$ cat src/rtl/dev_bus_arbiter.sv
// Two-master round-robin arbiter that runs one device-bus access at a time
// through IDLE -> ACCESS -> DONE. It faults out-of-window or misaligned addresses.
module dev_bus_arbiter (
  input  logic        clk,
  input  logic        reset,
  input  logic        m0_req,
  input  logic        m1_req,
  input  logic [31:0] m0_addr,
  input  logic [31:0] m1_addr,
  input  logic [31:0] m0_wd,
  input  logic [31:0] m1_wd,
  input  logic        m0_we,
  input  logic        m1_we,
  output logic        m0_gnt,
  output logic        m1_gnt,
  output logic        m0_done,
  output logic        m1_done,
  output logic [31:0] m0_rd,
  output logic [31:0] m1_rd,
  output logic        m0_err,
  output logic        m1_err,
  output logic [31:0] PrAddr,
  output logic [31:0] PrWD,
  output logic        PrWE,
  input  logic [31:0] PrRD,
  output logic        busy
);

  typedef enum logic [1:0] {
    S_IDLE   = 2'd0,
    S_ACCESS = 2'd1,
    S_DONE   = 2'd2
  } state_t;

  state_t      state_q, state_d;
  logic        last_q, last_d;
  logic        id_q, id_d;
  logic        we_q, we_d;
  logic        ok_q, ok_d;
  logic        gnt0_q, gnt0_d, gnt1_q, gnt1_d;
  logic        done0_q, done0_d, done1_q, done1_d;
  logic        err0_q, err0_d, err1_q, err1_d;
  logic [31:0] rd0_q, rd0_d, rd1_q, rd1_d;
  logic [31:0] praddr_q, praddr_d;
  logic [31:0] prwd_q, prwd_d;
  logic        prwe_q, prwe_d;
  logic        busy_q, busy_d;

  logic        sel;
  logic [31:0] sel_addr;
  logic [31:0] sel_wd;
  logic        sel_we;
  logic        sel_ok;
  logic [31:0] cap_rd;

  // The selection is precomputed so the address check feeds the registered PrWE
  // directly. This keeps every output registered while PrWE still rises in ACCESS.
  always_comb begin
    sel      = (m0_req && m1_req) ? ~last_q : m1_req;
    sel_addr = sel ? m1_addr : m0_addr;
    sel_wd   = sel ? m1_wd   : m0_wd;
    sel_we   = sel ? m1_we   : m0_we;
    sel_ok   = (sel_addr >= 32'h0000_7F00) && (sel_addr <= 32'h0000_7F43) &&
               (sel_addr[1:0] == 2'b00);
    cap_rd   = (ok_q && !we_q) ? PrRD : '0;
  end

  always_comb begin
    state_d  = state_q;
    last_d   = last_q;
    id_d     = id_q;
    we_d     = we_q;
    ok_d     = ok_q;
    gnt0_d   = 1'b0;
    gnt1_d   = 1'b0;
    done0_d  = 1'b0;
    done1_d  = 1'b0;
    err0_d   = 1'b0;
    err1_d   = 1'b0;
    rd0_d    = '0;
    rd1_d    = '0;
    praddr_d = '0;
    prwd_d   = '0;
    prwe_d   = 1'b0;
    busy_d   = 1'b0;
    unique case (state_q)
      S_IDLE: begin
        if (m0_req || m1_req) begin
          id_d     = sel;
          last_d   = sel;
          we_d     = sel_we;
          ok_d     = sel_ok;
          praddr_d = sel_addr;
          prwd_d   = sel_wd;
          prwe_d   = sel_we && sel_ok;
          gnt0_d   = ~sel;
          gnt1_d   = sel;
          busy_d   = 1'b1;
          state_d  = S_ACCESS;
        end
      end
      S_ACCESS: begin
        gnt0_d  = ~id_q;
        gnt1_d  = id_q;
        done0_d = ~id_q;
        done1_d = id_q;
        err0_d  = ~id_q && !ok_q;
        err1_d  = id_q && !ok_q;
        rd0_d   = id_q ? '0 : cap_rd;
        rd1_d   = id_q ? cap_rd : '0;
        busy_d  = 1'b1;
        state_d = S_DONE;
      end
      S_DONE: begin
        state_d = S_IDLE;
      end
      default: begin
        state_d = S_IDLE;
      end
    endcase
  end

  always_ff @(posedge clk) begin
    if (!reset) begin
      state_q  <= S_IDLE;
      last_q   <= 1'b1;
      id_q     <= 1'b0;
      we_q     <= 1'b0;
      ok_q     <= 1'b0;
      gnt0_q   <= 1'b0;
      gnt1_q   <= 1'b0;
      done0_q  <= 1'b0;
      done1_q  <= 1'b0;
      err0_q   <= 1'b0;
      err1_q   <= 1'b0;
      rd0_q    <= '0;
      rd1_q    <= '0;
      praddr_q <= '0;
      prwd_q   <= '0;
      prwe_q   <= 1'b0;
      busy_q   <= 1'b0;
    end else begin
      state_q  <= state_d;
      last_q   <= last_d;
      id_q     <= id_d;
      we_q     <= we_d;
      ok_q     <= ok_d;
      gnt0_q   <= gnt0_d;
      gnt1_q   <= gnt1_d;
      done0_q  <= done0_d;
      done1_q  <= done1_d;
      err0_q   <= err0_d;
      err1_q   <= err1_d;
      rd0_q    <= rd0_d;
      rd1_q    <= rd1_d;
      praddr_q <= praddr_d;
      prwd_q   <= prwd_d;
      prwe_q   <= prwe_d;
      busy_q   <= busy_d;
    end
  end

  assign m0_gnt  = gnt0_q;
  assign m1_gnt  = gnt1_q;
  assign m0_done = done0_q;
  assign m1_done = done1_q;
  assign m0_err  = err0_q;
  assign m1_err  = err1_q;
  assign m0_rd   = rd0_q;
  assign m1_rd   = rd1_q;
  assign PrAddr  = praddr_q;
  assign PrWD    = prwd_q;
  assign PrWE    = prwe_q;
  assign busy    = busy_q;

endmodule

$ cat config.mk
export PLATFORM = sky130hd
export DESIGN_NAME = dev_bus_arbiter
export DESIGN_NICKNAME = d
export VERILOG_FILES = /design/src/rtl/dev_bus_arbiter.sv
export SDC_FILE = /design/constraint.sdc
export NUM_CORES = 1
export LEC_CHECK = 0
export ABC_AREA = 0
export CORE_MARGIN = 10
export CORE_UTILIZATION = 37
export CTS_BUF_LIST = sky130_fd_sc_hd__clkbuf_8
export CTS_CLUSTER_DIAMETER = 120
export DETAILED_ROUTE_END_ITERATION = 6
export PLACE_DENSITY = 0.9
export SYNTH_ARGS = -nofsm -noshare
export SYNTH_HDL_FRONTEND = slang
export SYNTH_SLANG_ARGS = --single-unit
$ cat constraint.sdc
create_clock -name clk -period 1.6 [get_ports clk]
set_input_delay 0.32 -clock clk [delete_from_list [all_inputs] [get_ports clk]]
set_output_delay 0.32 -clock clk [all_outputs]
set_load 0.05 [all_outputs]
==> metrics.yaml, run 1 <==
layout:
  fin_cells: 985
  nets: 971
  antennaDiodeCount: 0
  final_cell_mix: "165 x clkdlybuf4s50_1, 161 x buf_4, 142 x dfxtp_1"
  multiInputGateArea_um2: 1580
  fill_cells: 955
  final_layout_size_suffix_gt1_share_pct: 25.1
  syn_to_final_growth_pct: 75.9
  ff_latch_area_um2: 2840
  layout_commonest_cell: "clkdlybuf4s50_1"
floorplan:
  row_count: 40
  die_x_um: 131
  start_util_pct: 37.9
  dieArea_um2: 17200
  fp.dieH_um: 131
  io_pins: 302
  coreArea_um2: 12100
timing:
  maxSlewHeadroom_pct: 67.3
  fin_skew_ns: 0.00749
  clock.fmax_mhz: 665
  setup_viol: 0
  tightestPinTransition_ns: 0.484
  hold_ws_ns: 0.425
  rsz0062_at_grt: "false"
  slew_violations: 0
  tns_ns: 0
  hold_viol: 0
  period_needed_ns: 1.50
  post-route-period-util_pct: 93.9
detailed_routing:
  drt_iter0_drc: 292
  drcViolationCount: 0
  routed_wl_mm: 18.0
  dr.pass1.iters: 5
  vias: 4688
  antenna_left: 0
  wl_per_cell_um: 18.3
  routed_via_density: 4.76
synth:
  avgSynthCellArea_um2: 9.30
  synthTopCellsByArea: "dfxtp_1 62%, nand2_1 11%, and3_1 8.9%"
  synth_edf_count: 0
  synth_top_cell_by_area: "dfxtp_1"
  ys_seq_area_share_pct: 62.3
  synth_cells: 491
  ys_ff_latch: 142
  synth_nets: 657
  yosysWarnings: 0
  yosys_most_used_dff: "dfxtp_1"
  netlist_area_um2: 4570
  yosysUniqueCellTypes: 32
  ys_async_sr_fraction_pct: 0
  synth_top_cell_area_share_pct: 62.3
clocking:
  cts_sinks: 142
  path_clk_slew_ns: 0.08
  cts_tree: "done"
  postCtsSetupRepairBufs: 0
  clockRootBuffer: "clkbuf_8"
  clock_path_buffers: 2
  clk_latency_ns: 0.43
  cts_buffers: 17
  cts_max_level: 4
global_route:
  grt_usage_pct: 19.8
  grt_max_degree: 65
  grt_pass1_vias: 4690
  antenna_found_initial: 0
  grt_pass1_wl_mm: 25.6
  grt_remaining_overflow: 0
worst_setup_path:
  cp-start-kind: "primary input"
  critPathMaxFanout: 2
  path_class: "primary input to register"
  cp-end-kind: "register"
  cp.arrival_ns: 1.88
  critPathRequiredTime_ns: 1.97
  reg2reg_slack_ns: 0.23
hold_path:
  min_path_type: "primary input to register"
power:
  powerDensity_nw_per_um2: 1030
  finalPower_uw: 8270
  p_leak_uw: 0.00381
  vdd_drop_max_mv: 0.572
place:
  io_buffers: 301
  gp_congestion: 0.857
  dpl.hpwl_mm: 14.4
  dpl.cell_count: 954
run:
  maxCapViolations: 0
outcome:
  status: "complete, no violations"
-- final timing paths --
kind                                  start          to  depth (start not counted)
worst max register to register       last_q  PrAddr[24]                          4
worst max-delay path            m1_addr[31]        PrWE                          5
worst min-delay path              m0_wd[28]    PrWD[28]                          3
worst min register to register         ok_q      m0_err                          1
-- where the power goes --
group          internal, uW  switching, uW
Clock                  1760           1300
Combinational           670            827
Sequential             3660           46.9
Total                  6090           2180
-- sequential cells by signal, indices dropped and copies added (netlist names), 2 cells and up --
| name | cells |
|---|---|
| PrAddr | 32 |
| state_q | 2 |
| PrWD | 32 |
| m1_rd | 32 |
| m0_rd | 32 |
-- through the flow --
stage	setup slack (ns)	utilization (%)	cell area [um^2]
after global placement	-0.436	63.0	7600
after detailed placement	-0.470	63.0	7600
after floorplan	0.199	-	4570
after global routing	0.0511	66.6	8030
final	0.0969	66.6	8030
after CTS	0.000151	66.5	8030
-- synth_stat cells, types with 4 or more instances --
library cell / n
a21oi_1: 68
and3_1: 65
buf_2: 13
clkbuf_1: 22
dfxtp_1: 142
nand2_1: 133
nand3_1: 4
nor2_1: 5
nor2b_1: 4
nor4_1: 7
-- cells by family after synthesis --
kind of cell / Yosys count / synth area share, %
buffers and inverters: 38 / 3.56
and+or+nand+nor: 234 / 25.0
DFF: 142 / 62.3
muxes: 1 / 0.219
AOI/OAI and AO/OA: 76 / 8.96
-- final cells by class --
type	instances	area share, %
timing repair buffer	331	36.9
sequential	142	35.4
multi-input combinational	311	19.7
clock buffer	19	3.26
tap	168	2.62
clock inverter	12	2.09
inverter	2	0.0935
-- timing repair --
action	CTS	global route
endpoints found under the setup margin	0	2
endpoints found under the hold margin	0	0
hold buffers	0	0
resized for setup	0	1
-- per-layer routing --
layer	up-vias	GRT usage, %	wire, um
li1	2270	-	-
met4	0	6.87	323
met1	2141	19.3	6230
met3	25	11.1	2520
met5	-	0	0
met2	252	34.7	8900
-- worst max-delay path: stages --
cell	delay, ns
clkdlybuf4s50_1	0.45
or4_4	0.54
nor4_2	0.27
nand4_1	0.14
a21oi_1	0.15
Note: power is estimated with default switching activity, not from simulation.
==> run 2, diff against run 1 <==
- CAP_MARGIN: default -> 20
- GPL_TIMING_DRIVEN: default -> 0
==> run 2 against run 1 <==
  * Sequential share of layout area decreased by 1.4 points
  * Critical endpoint is now PrAddr[26]
  * Cell area increased by 4.0%
  * Utilization increased by 2.7 points
  * Maximum frequency decreased by 3.2%
  * Hold slack got worse by 0.0083 ns
  * First-iteration DRC count decreased by 3.8%
  * Clock skew increased by 0.0040 ns
  * Largest power group unchanged
  * Routed wire length increased by 7.9%
==> metrics.yaml, run 2 (synthesis results as in run 1) <==
outcome:
  status: "complete, no violations"
global_route:
  antenna_found_initial: 1  # +1
  grt_remaining_overflow: 0  # unchanged
  grt_usage_pct: 21.5  # +1.7 points
  grt_pass1_vias: 4896  # +4.4%
  grt_max_degree: 17  # -74%
  grt_pass1_wl_mm: 27.7  # +8.5%
layout:
  final_layout_size_suffix_gt1_share_pct: 25.1  # +0.030 points
  layout_commonest_cell: "clkdlybuf4s50_1"
  nets: 977  # +0.62%
  fill_cells: 852  # -11%
  antennaDiodeCount: 0  # unchanged
  fin_cells: 992  # +0.71%
  final_cell_mix: "165 x clkdlybuf4s50_1, 142 x dfxtp_1, 133 x nand2_1"
  syn_to_final_growth_pct: 83.0
detailed_routing:
  drt_iter0_drc: 281  # -3.8%
  vias: 4776  # +1.9%
  wirelength_met1_mm: 6.54  # +5.0%
  dr.pass1.iters: 5  # unchanged
  wl_per_cell_um: 19.6  # +7.1%
  routed_wl_mm: 19.4  # +7.9%
  antenna_left: 0  # unchanged
  top_layer: "met4"
  met2WireLength_mm: 9.60  # +7.9%
  drcViolationCount: 0  # unchanged
  wl_met3_mm: 2.79  # +11%
  routed_via_density: 4.81  # +1.2%
clocking:
  cts_buffers: 17  # unchanged
  cts_sinks: 142  # unchanged
  clockRootBuffer: "clkbuf_8"
  cts_hold_buf: 0  # unchanged
  clk_latency_ns: 0.44  # about the same
  cts_max_level: 4  # unchanged
  path_clk_slew_ns: 0.09  # about the same
  clock_path_buffers: 2  # unchanged
  cts_tree: "done"
timing:
  fin_skew_ns: 0.0114  # +0.00395 ns
  tns_ns: 0  # unchanged
  rsz0062_at_grt: "false"
  maxSlewHeadroom_pct: 67.9  # +0.60 points
  clock.fmax_mhz: 644  # -3.2%
  setup_viol: 0  # unchanged
  hold_viol: 0  # unchanged
  slew_violations: 0  # unchanged
  hold_ws_ns: 0.416  # -0.00829 ns
  tightestPinTransition_ns: 0.482  # -0.00261 ns
  period_needed_ns: 1.55  # +0.0503 ns
  post-route-period-util_pct: 97.1  # +3.1 points
worst_setup_path:
  critPathRequiredTime_ns: 1.96  # about the same
  r2r_start: "last_q"
  crit_path_start: "m1_req"
  cpPeakStageDelay_ns: 0.51  # -0.03 ns
  reg2reg_slack_ns: 0.09  # -0.14 ns
  cp.arrival_ns: 1.91  # +0.03 ns
  crit_chain: "clkdlybuf4s50_1, a21boi_2, buf_4, clkbuf_2, nand2_1, a21oi_1"
  critPathSlowestCell: "clkdlybuf4s50_1"
  rr_worst_depth: 6  # +2
  critPathMaxFanout: 10  # +8
  timing.rr.end: "PrAddr[26]"
  endpoint: "PrAddr[26]"
  path_class: "primary input to register"
  cp-end-kind: "register"
  cp-start-kind: "primary input"
place:
  dpl.hpwl_mm: 15.5  # +7.8%
  dpl.cell_count: 960  # +0.63%
  io_buffers: 301  # unchanged
  gp_congestion: 0.892  # +4.1%
floorplan:
  row_count: 40  # unchanged
  coreArea_um2: 12100  # unchanged
  dieArea_um2: 17200  # unchanged
  io_pins: 302  # unchanged
  start_util_pct: 37.9  # unchanged
  fp.dieH_um: 131  # unchanged
  die_x_um: 131  # unchanged
hold_path:
  hp-start: "m1_wd[1]"
  min_path_type: "primary input to register"
power:
  powerDensity_nw_per_um2: 1010  # -2.0%
  p_leak_uw: 0.00363  # -4.9%
  vdd_drop_max_mv: 0.643  # +12%
run:
  maxCapViolations: 0  # unchanged
-- run 2: report_power, final --
part	internal, uW	switching, uW
sequential	3660	45.6
combinational	650	844
clock	1770	1460
total	6080	2350
-- run 2: per-stage QoR --
stage / setup WS, ns / power [uW] / instance area (um^2) / util (%)
after floorplan: 0.199 / 4480 / 4570 / -
after global placement: -0.821 / 5250 / 7790 / 64.6
after detailed placement: -0.796 / 5270 / 7790 / 64.6
after CTS: 0.000831 / 8440 / 8450 / 70.0
after global routing: 0.00000888 / 8730 / 8350 / 69.3
final: 0.0466 / 8420 / 8350 / 69.3
-- run 2: layout make-up --
type	count	area (um^2)	area share [%]
Inverter	2	7.51	0.0899
Clock buffer	18	248	2.97
Sequential cell	142	2840	34.0
Tap cell	168	210	2.52
Multi-Input combinational cell	311	1610	19.2
Clock inverter	14	205	2.46
Buffer	36	206	2.47
Timing Repair Buffer	301	3030	36.2
-- run 2: worst min path at each step --
stage | to | cells past startpoint
after detailed placement | m1_err | 1
final | PrWD[1] | 3
after global placement | m1_err | 1
after CTS | PrWD[17] | 3
after global routing | PrWD[1] | 3
after floorplan | last_q | 1
-- run 2: worst max-delay path, delay by kind of cell --
family,cells,cell delay [ns]
and+or+nand+nor,1,0.08
buffers and inverters,3,1.01
AOI/OAI and AO/OA,2,0.50
-- run 2: what timing repair did --
action	4_1_cts	5_1_grt
resized for setup	408	47
setup endpoints to repair	217	147
buffers inserted	0	0
pin swaps	0	1
-- run 2: routing by layer --
layer | global-route usage (%) | vias to the layer above
li1 | - | 2294
met1 | 20.4 | 2154
met2 | 38.3 | 291
met3 | 11.8 | 37
met4 | 8.18 | 0
met5 | 0 | -
